## src/rtl/dmem_bus_if.sv

```systemverilog
// Data-memory bus interface between the CPU mem stage and an external
// valid/ready data bus. It turns a single-cycle load/store into a bus
// transaction and stalls the pipeline until the access completes. It also
// flags misaligned word requests and aborts accesses that time out.
module dmem_bus_if #(
  parameter int                ADDR_W   = 32,
  parameter int                DATA_W   = 32,
  parameter int                TIMEOUT  = 255,
  parameter logic [DATA_W-1:0] ERR_DATA = 32'hDEADBEEF
) (
  input  logic              clk,
  input  logic              rst,
  input  logic              req_valid,
  input  logic              req_write,
  input  logic [ADDR_W-1:0] req_addr,
  input  logic [DATA_W-1:0] req_wdata,
  output logic              stall,
  output logic [DATA_W-1:0] rdata,
  output logic              rdata_valid,
  output logic              addr_err,
  output logic              bus_err,
  output logic              bus_valid,
  output logic              bus_write,
  output logic [ADDR_W-1:0] bus_addr,
  output logic [DATA_W-1:0] bus_wdata,
  input  logic              bus_ready,
  input  logic              bus_rvalid,
  input  logic [DATA_W-1:0] bus_rdata
);

  typedef enum logic [1:0] {
    IDLE   = 2'd0,
    REQ    = 2'd1,
    WAIT_R = 2'd2,
    DONE   = 2'd3
  } state_t;

  localparam logic [7:0] TIMEOUT_C = 8'(TIMEOUT);

  state_t     state;
  state_t     state_n;
  logic [7:0] cnt;
  logic       aligned;
  logic       timed_out;
  logic       accept;
  logic       capture;
  logic       abort;

  assign aligned     = (req_addr[1:0] == 2'b00);
  assign timed_out   = (cnt == TIMEOUT_C);
  assign bus_valid   = (state == REQ);
  assign rdata_valid = (state == DONE) && !bus_write;

  // Next-state decode plus the pipeline stall and the datapath strobes.
  // Completion is tested before the timeout so that an access finishing
  // on the very cycle the counter reaches its limit is not flagged.
  always_comb begin
    state_n = state;
    stall   = 1'b0;
    accept  = 1'b0;
    capture = 1'b0;
    abort   = 1'b0;
    case (state)
      IDLE: begin
        if (req_valid && aligned) begin
          stall   = 1'b1;
          accept  = 1'b1;
          state_n = REQ;
        end
      end
      REQ: begin
        stall = 1'b1;
        if (bus_ready && bus_write) begin
          state_n = DONE;
        end else if (bus_ready && bus_rvalid) begin
          capture = 1'b1;
          state_n = DONE;
        end else if (timed_out) begin
          abort   = 1'b1;
          state_n = DONE;
        end else if (bus_ready) begin
          state_n = WAIT_R;
        end
      end
      WAIT_R: begin
        stall = 1'b1;
        if (bus_rvalid) begin
          capture = 1'b1;
          state_n = DONE;
        end else if (timed_out) begin
          abort   = 1'b1;
          state_n = DONE;
        end
      end
      DONE: begin
        state_n = IDLE;
      end
      default: begin
        state_n = IDLE;
      end
    endcase
  end

  // State register and the cycle counter that bounds REQ plus WAIT_R.
  always_ff @(posedge clk) begin
    if (!rst) begin
      state <= IDLE;
      cnt   <= 8'd0;
    end else begin
      state <= state_n;
      if (accept) begin
        cnt <= 8'd0;
      end else if (state == REQ || state == WAIT_R) begin
        cnt <= cnt + 8'd1;
      end
    end
  end

  // Latched bus request, load result and the one-cycle error pulses.
  always_ff @(posedge clk) begin
    if (!rst) begin
      bus_addr  <= '0;
      bus_wdata <= '0;
      bus_write <= 1'b0;
      rdata     <= '0;
      addr_err  <= 1'b0;
      bus_err   <= 1'b0;
    end else begin
      addr_err <= (state == IDLE) && req_valid && !aligned;
      bus_err  <= abort;
      if (accept) begin
        bus_addr  <= req_addr;
        bus_wdata <= req_wdata;
        bus_write <= req_write;
      end
      if (capture) begin
        rdata <= bus_rdata;
      end else if (abort && !bus_write) begin
        rdata <= ERR_DATA;
      end
    end
  end

endmodule

```

## config.mk

```make
export PLATFORM = sky130hd
export DESIGN_NAME = dmem_bus_if
export DESIGN_NICKNAME = d
export VERILOG_FILES = /design/src/rtl/dmem_bus_if.sv
export SDC_FILE = /design/constraint.sdc
export NUM_CORES = 1
export LEC_CHECK = 0
export ABC_AREA = 1
export CORE_UTILIZATION = 42
export CTS_BUF_LIST = sky130_fd_sc_hd__clkbuf_4 sky130_fd_sc_hd__clkbuf_8
export CTS_CLUSTER_DIAMETER = 120
export DETAILED_ROUTE_END_ITERATION = 16
export GPL_TIMING_DRIVEN = 0
export PLACE_DENSITY = 0.79
export SLEW_MARGIN = 20
export SYNTH_ARGS = -nofsm -noshare
export SYNTH_HDL_FRONTEND = slang
export SYNTH_SLANG_ARGS = --single-unit
```

## constraint.sdc

```tcl
create_clock -name clk -period 2.2 [get_ports clk]
set_clock_uncertainty 0.1 [all_clocks]
set_input_delay 0.44 -clock clk [delete_from_list [all_inputs] [get_ports clk]]
set_output_delay 0.44 -clock clk [all_outputs]
set_load 0.03 [all_outputs]
```

Yosys cells after proc, flatten, opt, wreduce, memory -nomap -nowiden
Index checks and enable logic that the tools add are counted.
- add/sub/neg operators: 1
- multipliers: 0
- divide/modulo/power cells: 0
- order comparisons: 0
- equality and inequality tests: 7
- shift-type cells: 0
- multiplexer cells: 22
- bitwise operators: 1
- reductions and logical operators: 16
- operators with widths (operator ; number):
    $mux 32 ; 2
    $mux 2 ; 7
    $mux 1 ; 9
    $add 8x1->8 const B ; 1
    $eq 8x8->1 const B ; 1
    $pmux 2 s4 ; 1
    $logic_and 1x1->1 ; 7
    $pmux 1 s2 ; 3
    $ne 5x1->1 const B ; 1
    $eq 2x2->1 const B ; 2
    $logic_not 2->1 ; 2
    $reduce_or 2->1 ; 2
    $ne 3x3->1 const B ; 1
    $reduce_and 3->1 ; 1
    $eq 2x1->1 const B ; 1
    $logic_not 1->1 ; 2
    $ne 2x2->1 const B ; 1
    $reduce_bool 2->1 ; 1
    $logic_or 1x1->1 ; 1
    $not 1->1 ; 1
- flip-flop bits (word level): 109
- latch bits: 0
- memory bits (writable): 0
- bits in read-only memories: 0
- bits of input ports: 102
- output and inout bits: 102
- word-level logic and storage cells: 55
- memories kept: 0

Longest topological paths before layout
- word-level depth: 8
- mapped depth: 10
- gate-level depth less buffers: 9

Worst setup path before layout
OpenSTA, ideal clock, no wires.
- path type: register to output
- from: register state[0]
- to: output stall
- arrival time: 1.808 ns
- data required time: 1.660 ns
- slack: -0.148 ns
- cell stages (with the launch flop): 9
- buffers on the path: 2
- path through: dfxtp_1 inv_1 ha_1 nand2_1 nor3_4 inv_1 buf_2 buf_2 a21oi_1
- word-level cells in the longest chain between the ends: 3
- elaborated cells on any way between the ends: 5
- classes of those cells: 2 x eq/ne; 1 x mux; 2 x reduce/logical
- ends and longest elaborated chain (item ; RTL line ; text):
    start: declaration ; 40 ; state_t state;
    start signal: assignment ; 110 ; state <= state_n;
    $eq 2x1->1 / $eq 2x2->1 (equally long branches) ; 63 ; case (state)
    $reduce_or 2->1 (no source line) ; - ;
    $pmux 1 s2 (*) ; 63 ;
    end: declaration ; 17 ; output logic stall,
Mark *: on every way between the ends. The rest lies on a longest branch, timed or not.

Worst setup path after layout
- from: input req_valid
- to: output stall
- word-level cells in the longest chain between the ends: 3
- ends and longest elaborated chain (item ; RTL line ; text):
    start: declaration ; 13 ; input logic req_valid,
    $logic_and 1x1->1 ; 65 ; if (req_valid && aligned) begin
    $mux 1 ; 65 ;
    $pmux 1 s2 ; 63 ;
No other way between the ends.

==> impl_metrics.yaml <==
status:
  status: "finished, violations left"
  violations: "setup timing"
cts:
  numCtsBuffers: 9
  cts_root_buf: "clkbuf_8"
  cts_tree: "built"
  clock-sinks: 109
  cts_buffer_depth: 2
  htree_levels: 3
  hold_buffers: 0
  clock_latency_ns: 0.37
  clk_pin_slew_ns: 0.09
finish:
  diodes: 0
  drive_gt1_share_pct: 10.2
  final_common_cell: "clkdlybuf4s50_1"
  fill_cells: 802
  layout.nets: 870
  final_cell_mix: "clkdlybuf4s50_1 (199), nor2_1 (138), dfxtp_1 (107), o21ai_0 (88), inv_1 (53)"
  fin_area_um2: 6790
  area_growth_pct: 60.2
power:
  p_per_area_nw_per_um2: 850
  p_int_uw: 3880
  p_sw_uw: 1890
  swShare_pct: 32.7
  ir_worst_vdd_mv: 0.489
  combinationalPowerShare_pct: 34.0
  pwr-share-clk_pct: 25.4
  p_leak_uw: 0.00293
  p_seq_share_pct: 40.6
yosys:
  synthesis.instances: 542
  synth_area_leader_cell: "dfxtp_1"
  syn-cell-area_um2: 4240
  ys_warn_count: 0
  synth-seq-cells: 109
  yosysSeqAreaShare_pct: 51.5
  synth.distinct_cells: 24
  synth_area_leaders: "dfxtp_1 (52%), nor2_1 (12%), o21ai_0 (10%)"
  syn-num-nets: 650
  synth.avg_cell_area_um2: 7.81
  synth_top_area_share_pct: 51.5
timing:
  finalSetupTns_ns: -0.0145
  post-route-period-util_pct: 101
  maxSlewViolCount: 0
  tightestPinTransition_ns: 0.458
  finalCriticalPeriod_ns: 2.21
  setup_slack_ns: -0.0145
  max-slew-margin-rel_pct: 69.5
  hold_violations: 0
  rsz0062_at_grt: "yes"
  setup_viol: 1
  clock.fmax_mhz: 452
grt:
  grt_use_total_pct: 23.3
  grt_max_degree: 20
  grt_pass1_vias: 4159
  grt_pass1_wl_mm: 18.9
  overflow: 0
  antenna_found_initial: 0
place:
  gp_congestion: 0.784
  dp_slack_ns: -1.16
  port_buffers: 202
  place_hpwl_mm: 9.12
  place_area_um2: 6430
die:
  rows: 36
  die_area_um2: 10500
  core_area_um2: 9770
  start_util_pct: 43.3
  io_pins: 204
  die_h_um: 102
  die_w_um: 102
flow_run:
  drv_cap: 0
drt:
  ant_nets: 0
  routed_via_density: 4.70
  vias: 4230
  post_drt_wl_per_cell_um: 13.4
  drt_first_iter_violations: 98
  drtPass1Iterations: 4
  wirelength_mm: 12.0
  drc: 0
worst_setup_path:
  crit_chain: "clkdlybuf4s50_1, nand2_4, nor3_4, inv_2, buf_12, a21oi_4, buf_6"
  slowest_stage: "clkdlybuf4s50_1"
  path_class: "in2out"
  slowest_delay_ns: 0.52
  crit_fanout: 5
  endpoint_kind: "output port"
  critical_path_arrival_ns: 1.67
  cp_data_required_time_ns: 1.66
  start_kind: "input pin"
min_path:
  hold_path.class: "reg2reg"
timing repair:
item                                    4_1_cts  5_1_grt
setup buffers                                 1        7
resized for setup                            21        7
endpoints found under the setup margin       16        1
pin swaps                                     1        2
logic make-up after synthesis:
group | share of synthesized area (%)
fa+ha+maj | 1.77
simple gates | 19.1
flops | 51.5
buf+inv | 9.48
compound gates | 18.1
registers in the layout, indices dropped and copies added, names as in the netlist:
register   flops
state          2
bus_err        1
bus_write      1
cnt            8
addr_err       1
bus_addr      32
rdata         32
bus_wdata     32
Yosys cell counts:
library cell and number:
nor2_1 138, dfxtp_1 109, o21ai_0 88, inv_1 56, nand2_1 34, clkbuf_1 20
o21ai_2 20, a21oi_1 19, inv_2 12, nand3_1 11, o21ai_1 8, ha_1 6
buf_2 4, buf_1 3, buf_12 2, nand2_4 2, nand3_4 2, nor3_1 2
a211oi_1 1, and2_4 1, nor2_4 1, nor3_4 1, o21a_1 1, or2_2 1
critical path: cells and delay by family:
family	cells	cell delay, ns
buffers and inverters	4	0.88
AO/OA/AOI/OAI	1	0.12
AND/OR/NAND/NOR	2	0.23
per-stage QoR:
stage | hold slack, ns | util (%) | total power (uW) | std cells
finish | 0.329 | 69.4 | 5770 | 900
detailed placement | 0.318 | 65.8 | 4190 | 877
global route | 0.368 | 69.4 | 6050 | 900
global placement | 0.315 | 65.8 | 4150 | 877
floorplan | 0.339 | - | 3410 | 542
CTS | 0.331 | 68.7 | 5710 | 893
final cells by class:
type / instances / area [um^2] / area share (%)
Clock buffer: 12 / 153 / 2.25
Tap cell: 133 / 166 / 2.45
Sequential cell: 109 / 2190 / 32.3
Multi-Input combinational cell: 336 / 1680 / 24.8
Clock inverter: 4 / 95.1 / 1.40
Inverter: 68 / 260 / 3.84
Buffer: 28 / 156 / 2.30
Timing Repair Buffer: 210 / 2080 / 30.7
worst paths after layout:
check                     end  depth (start not counted)  slack, ns         from
hold / removal    bus_addr[0]                          2       0.33  bus_addr[0]
hold reg to reg   bus_addr[0]                          2       0.33  bus_addr[0]
setup reg to reg     rdata[3]                         11       0.27     state[0]
setup / recovery        stall                          7      -0.01    req_valid
power by group through the flow:
stage               Combinational [uW]  Sequential [uW]  Clock, uW
global route                      2120             2370       1560
CTS                               1890             2330       1490
global placement                  1790             2360          0
finish                            1960             2340       1460
floorplan                          665             2740          0
detailed placement                1820             2370          0
layer usage:
layer	track usage (%)	routed length, um	up-vias
met2	42.0	6080	143
met5	0	0	-
met3	9.03	1180	10
met1	24.3	4670	1936
li1	-	-	2141
met4	9.01	125	0
Power figures use the tool's default switching activity.
